==> src/rtl/bcd_stopwatch_core.sv <==
// Purpose : DIGITS-wide BCD stopwatch/timer with up/down count, preset load and lap capture.
// Latency : every output is registered; commands take effect on the edge after they are sampled.
// Backpr. : none; single-cycle command pulses, at most one count step per TICK_DIV cycles.
//
// Ports:
//   clk, reset           system clock, synchronous active-high reset
//   start, stop          single-cycle pulses entering RUNNING / STOPPED (stop wins)
//   dir                  0 = count up, 1 = count down (sampled on each tick)
//   load, load_value     preset count (nibbles > 9 clamp to 9), forces STOPPED
//   lap                  capture pre-update count into lap_value
//   count                current BCD value, digit 0 in [3:0]
//   running              high in RUNNING
//   wrap                 one-cycle pulse on up-count rollover all-9 -> all-0
//   done                 one-cycle pulse when a down-count reaches 0
//   lap_value, lap_valid last captured count and its one-cycle update strobe
//
// Build option: define STOPWATCH_LAP_EN to build the lap register; otherwise
// lap is ignored and lap_value / lap_valid are tied to 0.

module bcd_stopwatch_core #(
    parameter int DIGITS   = 4,
    parameter int TICK_DIV = 100000
) (
    input  logic                  clk,
    input  logic                  reset,
    input  logic                  start,
    input  logic                  stop,
    input  logic                  dir,
    input  logic                  load,
    input  logic [4*DIGITS-1:0]   load_value,
    input  logic                  lap,
    output logic [4*DIGITS-1:0]   count,
    output logic                  running,
    output logic                  wrap,
    output logic                  done,
    output logic [4*DIGITS-1:0]   lap_value,
    output logic                  lap_valid
);

    localparam int            W       = 4 * DIGITS;
    localparam int            PW      = (TICK_DIV > 1) ? $clog2(TICK_DIV) : 1;
    localparam logic [PW-1:0] PRE_MAX = PW'(TICK_DIV - 1);

    typedef enum logic {
        ST_STOPPED = 1'b0,
        ST_RUNNING = 1'b1
    } state_t;

    state_t          r_state;
    state_t          w_state_nxt;
    logic [W-1:0]    r_count;
    logic [W-1:0]    w_count_nxt;
    logic [PW-1:0]   r_pre;
    logic [PW-1:0]   w_pre_nxt;
    logic            r_wrap;
    logic            r_done;
    logic            w_wrap_nxt;
    logic            w_done_nxt;

    logic [W-1:0]    w_count_inc;
    logic [W-1:0]    w_count_dec;
    logic [W-1:0]    w_load_clamped;
    logic            w_inc_carry;
    logic            w_dec_borrow;
    logic            w_count_zero;
    logic            w_tick;

    assign w_count_zero = (r_count == '0);
    assign w_tick       = (r_pre == PRE_MAX);

    // Ripple BCD increment; carry out of the top digit means all-9 rolled to all-0.
    always_comb begin
        w_count_inc = r_count;
        w_inc_carry = 1'b1;
        for (int d = 0; d < DIGITS; d++) begin
            if (w_inc_carry) begin
                if (r_count[4*d +: 4] >= 4'd9) begin
                    w_count_inc[4*d +: 4] = 4'd0;
                end else begin
                    w_count_inc[4*d +: 4] = r_count[4*d +: 4] + 4'd1;
                    w_inc_carry           = 1'b0;
                end
            end
        end
    end

    // Ripple BCD decrement; a 0 digit becomes 9 and borrows from the next one.
    always_comb begin
        w_count_dec  = r_count;
        w_dec_borrow = 1'b1;
        for (int d = 0; d < DIGITS; d++) begin
            if (w_dec_borrow) begin
                if (r_count[4*d +: 4] == 4'd0) begin
                    w_count_dec[4*d +: 4] = 4'd9;
                end else begin
                    w_count_dec[4*d +: 4] = r_count[4*d +: 4] - 4'd1;
                    w_dec_borrow          = 1'b0;
                end
            end
        end
    end

    // Non-decimal preset nibbles saturate to 9 so the register always holds valid BCD.
    always_comb begin
        w_load_clamped = load_value;
        for (int d = 0; d < DIGITS; d++) begin
            if (load_value[4*d +: 4] > 4'd9) begin
                w_load_clamped[4*d +: 4] = 4'd9;
            end
        end
    end

    // Command priority load > stop > start; a tick only advances when no command is present.
    always_comb begin
        w_state_nxt = r_state;
        w_count_nxt = r_count;
        w_pre_nxt   = r_pre;
        w_wrap_nxt  = 1'b0;
        w_done_nxt  = 1'b0;
        if (load) begin
            w_count_nxt = w_load_clamped;
            w_pre_nxt   = '0;
            w_state_nxt = ST_STOPPED;
        end else if (stop) begin
            // Prescaler holds so a later restart resumes the same phase.
            w_state_nxt = ST_STOPPED;
        end else if (r_state == ST_STOPPED) begin
            // Counting down from zero would underflow; refuse to start.
            if (start && !(dir && w_count_zero)) begin
                w_state_nxt = ST_RUNNING;
            end
        end else if (w_tick) begin
            w_pre_nxt = '0;
            if (dir) begin
                w_count_nxt = w_count_dec;
                if (w_count_dec == '0) begin
                    w_state_nxt = ST_STOPPED;
                    w_done_nxt  = 1'b1;
                end
            end else begin
                w_count_nxt = w_count_inc;
                w_wrap_nxt  = w_inc_carry;
            end
        end else begin
            w_pre_nxt = r_pre + 1'b1;
        end
    end

    always_ff @(posedge clk) begin
        if (reset) begin
            r_state <= ST_STOPPED;
        end else begin
            r_state <= w_state_nxt;
        end
    end

    always_ff @(posedge clk) begin
        if (reset) begin
            r_count <= '0;
            r_pre   <= '0;
            r_wrap  <= 1'b0;
            r_done  <= 1'b0;
        end else begin
            r_count <= w_count_nxt;
            r_pre   <= w_pre_nxt;
            r_wrap  <= w_wrap_nxt;
            r_done  <= w_done_nxt;
        end
    end

    assign count   = r_count;
    assign running = (r_state == ST_RUNNING);
    assign wrap    = r_wrap;
    assign done    = r_done;

`ifdef STOPWATCH_LAP_EN
    logic [W-1:0] r_lap_value;
    logic         r_lap_valid;

    // Captures the register value before any same-cycle load or tick.
    always_ff @(posedge clk) begin
        if (reset) begin
            r_lap_value <= '0;
            r_lap_valid <= 1'b0;
        end else begin
            r_lap_valid <= lap;
            if (lap) begin
                r_lap_value <= r_count;
            end
        end
    end

    assign lap_value = r_lap_value;
    assign lap_valid = r_lap_valid;
`else
    logic w_unused_lap;
    assign w_unused_lap = lap;
    assign lap_value    = '0;
    assign lap_valid    = 1'b0;
`endif

endmodule

==> config.mk <==
export PLATFORM = sky130hd
export DESIGN_NAME = bcd_stopwatch_core
export DESIGN_NICKNAME = d
export VERILOG_FILES = /design/src/rtl/bcd_stopwatch_core.sv
export SDC_FILE = /design/constraint.sdc
export NUM_CORES = 1
export LEC_CHECK = 0
export ABC_CLOCK_PERIOD_IN_PS = 7100
export CORE_ASPECT_RATIO = 1.1
export CORE_UTILIZATION = 25
export DETAILED_ROUTE_END_ITERATION = 7
export PLACE_DENSITY_LB_ADDON = 0.12
export SLEW_MARGIN = 20
export SYNTH_ARGS = -nofsm -noshare
export SYNTH_HDL_FRONTEND = slang
export SYNTH_SLANG_ARGS = --single-unit
==> constraint.sdc <==
create_clock -name clk -period 7.1 [get_ports clk]
set_input_delay 1.065 -clock clk [delete_from_list [all_inputs] [get_ports clk]]
set_output_delay 1.065 -clock clk [all_outputs]
set_load 0.01 [all_outputs]
==> flow_summary.yaml <==
power:
  vdd_drop_max_uv: 118
  power_density_nw_per_um2: 182
  p_leak_nw: 1.21
yosys:
  synth_edf_count: 0
  synth_top_area_share_pct: 24.9
  syn_avg_cell_area_um2: 7.87
  synth_warnings: 0
  synth_area_um2: 2890
  synthCells: 367
  ys_ff_latch: 36
  ys_async_sr_fraction_pct: 0
  ys_seq_area_share_pct: 24.9
  synthDistinctLibCells: 65
  synth_top_area_cell: "dfxtp_1"
  yosys-top-cells-area: "dfxtp_1 (25%), ha_1 (6.1%), nor2_1 (5.1%)"
  yosys_most_used_dff: "dfxtp_1"
placement:
  post-place-ws_ns: 3.64
  dpl.cell_count: 531
  port_buffers: 40
  dp_hpwl_mm: 6.28
  gp_congestion: 0.820
final_layout:
  nets: 428
  stdcell_count: 539
  area_growth_pct: 20.7
  num_antenna_cells: 0
  drive_above_1_share_pct: 7.65
routing:
  drc: 0
  dr.pass1.iters: 4
  vias: 2723
  via_per_inst: 5.05
  drt_iter0_drc: 176
  wl_per_cell_um: 16.0
  drtAntennaViolNets: 0
  drt-total-wl_mm: 8.63
clocking:
  cts_buffers: 5
  clk_pin_slew_ns: 0.06
  clk_latency_ns: 0.28
  cts_tree: "done"
  clock_tree.buffer_depth: 2
  htree_levels: 2
  cts_setup_buffers: 0
  ctsHoldBuffers: 0
  root_buffer: "clkbuf_16"
  cts.sinks: 36
  cts_resized: 0
timing:
  finalHoldViolCount: 0
  fin_ws_ns: 3.94
  max_freq_mhz: 317
  period_minus_slack_ns: 3.16
  tns_ns: 0
  rsz0062_at_grt: "no"
  worstMarginPinSlew_ns: 0.971
  slew_headroom_pct: 34.7
  slew_violations: 0
  period_share_pct: 44.5
  final-setup-viol-count: 0
  skew_ns: 0.00644
worst_setup_path:
  worstPathMaxFanout: 14
  endpoint_kind: "flip-flop"
  crit_type: "in2reg"
  cp-start-kind: "primary input"
  slowest_delay_ns: 0.91
  cp.arrival_ns: 3.30
  crit_slowest_cell: "clkdlybuf4s50_1"
  worstPathCellList: "clkdlybuf4s50_1 > clkinv_1 > nand3_1 > nor2_1"
  cp_data_required_time_ns: 7.24
die:
  die_w_um: 104
  start_util_pct: 26.1
  die_area_um2: 12000
  std_cell_rows: 40
  io_pins: 59
  fp.coreArea_um2: 11100
  die_y_um: 115
run_status:
  status: "finished, final reports clean"
global_route:
  track_usage_pct: 14.6
  antenna_found_initial: 0
  grt_pass1_wl_mm: 14.0
  grt_max_degree: 24
  grt_overflow: 0
  grt_pass1_vias: 2641
flow_run:
  max-cap-violations: 0
min_path:
  hold_path_class: "reg2reg"
-- layer usage --
| metal | track usage (%) | vias up | part of all wire [%] |
|---|---|---|---|
| met5 | 0 | - | 0 |
| met4 | 3.90 | 0 | 0.73 |
| met3 | 2.04 | 4 | 4.5 |
| met2 | 24.7 | 56 | 47 |
| met1 | 19.6 | 1291 | 48 |
| li1 | - | 1372 | - |
-- cell families (layout without fill, tap and decap cells) --
logic type | Yosys count | in the layout | share of synthesized area (%)
adders and majority gates | 14 | 14 | 6.06
muxes | 5 | 5 | 1.82
buffers and inverters | 58 | 67 | 10.0
xor gates and xnor gates | 20 | 20 | 6.06
AOI/OAI and AO/OA | 100 | 100 | 24.9
other | 1 | 17 | 0.130
DFF | 36 | 36 | 24.9
and+or+nand+nor | 133 | 133 | 26.0
-- power breakdown --
group	internal [mW]	total (mW)	leakage (nW)	switching (mW)
registers	0.209	0.228	0.293	0.0188
logic	0.0657	0.146	0.838	0.0808
clock network	0.165	0.260	0.0798	0.0948
total	0.440	0.634	1.21	0.194
-- critical path, delay by kind of cell --
| kind | cells | cell delay, ns |
|---|---|---|
| buffers and inverters | 2 | 1.46 |
| AND/OR/NAND/NOR | 2 | 0.76 |
-- state kept, by name (all words and copies together), names as in the netlist --
signal	flops
r_pre	17
count	16
running	1
wrap	1
done	1
-- path summary, 6_finish.rpt --
kind,start,end,slack (ns),depth (start not counted)
worst max-delay path,reset,r_pre[9],3.94,4
worst min-delay path,r_pre[1],r_pre[1],0.49,2
worst max register to register,count[0],count[12],4.18,7
worst min register to register,r_pre[1],r_pre[1],0.49,2
-- per-stage QoR --
stage	hold WS [ns]	total power, mW	cell area [um2]	util (%)
after detailed placement	0.477	0.378	3320	30.0
after floorplan	0.449	0.332	2950	-
after CTS	0.488	0.642	3490	31.5
after global placement	0.465	0.379	3320	30.0
after global routing	0.533	0.668	3490	31.5
final	0.488	0.634	3490	31.5
-- synth_stat cells, types with 6 or more instances --
library cell / instances
a211oi_1: 6
a21oi_1: 17
a31oi_1: 8
buf_4: 17
clkbuf_1: 22
dfxtp_1: 36
ha_1: 14
inv_1: 17
nand2_1: 21
nand3_1: 9
nor2_1: 39
nor3_1: 9
o21ai_0: 14
or3b_2: 7
xnor2_1: 7
xor2_1: 13
-- final cells by class --
cell class | count | area, um2
inverter | 18 | 67.6
clock inverter | 3 | 42.5
tap | 147 | 184
clock buffer | 5 | 125
fill | 1169 | 7570
multi-input combinational | 289 | 1940
sequential | 36 | 721
timing repair buffer | 41 | 408
-- layout by cell type, fill, tap and decap left out, drive strengths merged, types with 5 or more instances in the layout --
| cell type | count |
|---|---|
| a211oi | 6 |
| a21oi | 17 |
| a311oi | 5 |
| a31oi | 8 |
| clkbuf | 5 |
| clkdlybuf4s50 | 40 |
| conb | 17 |
| dfxtp | 36 |
| ha | 14 |
| inv | 17 |
| nand2 | 21 |
| nand3 | 9 |
| nand4 | 5 |
| nor2 | 40 |
| nor3 | 10 |
| nor3b | 6 |
| o21ai | 15 |
| o31ai | 6 |
| or2 | 5 |
| or3b | 7 |
| xnor2 | 7 |
| xor2 | 13 |
Power figures use the tool's default switching activity.
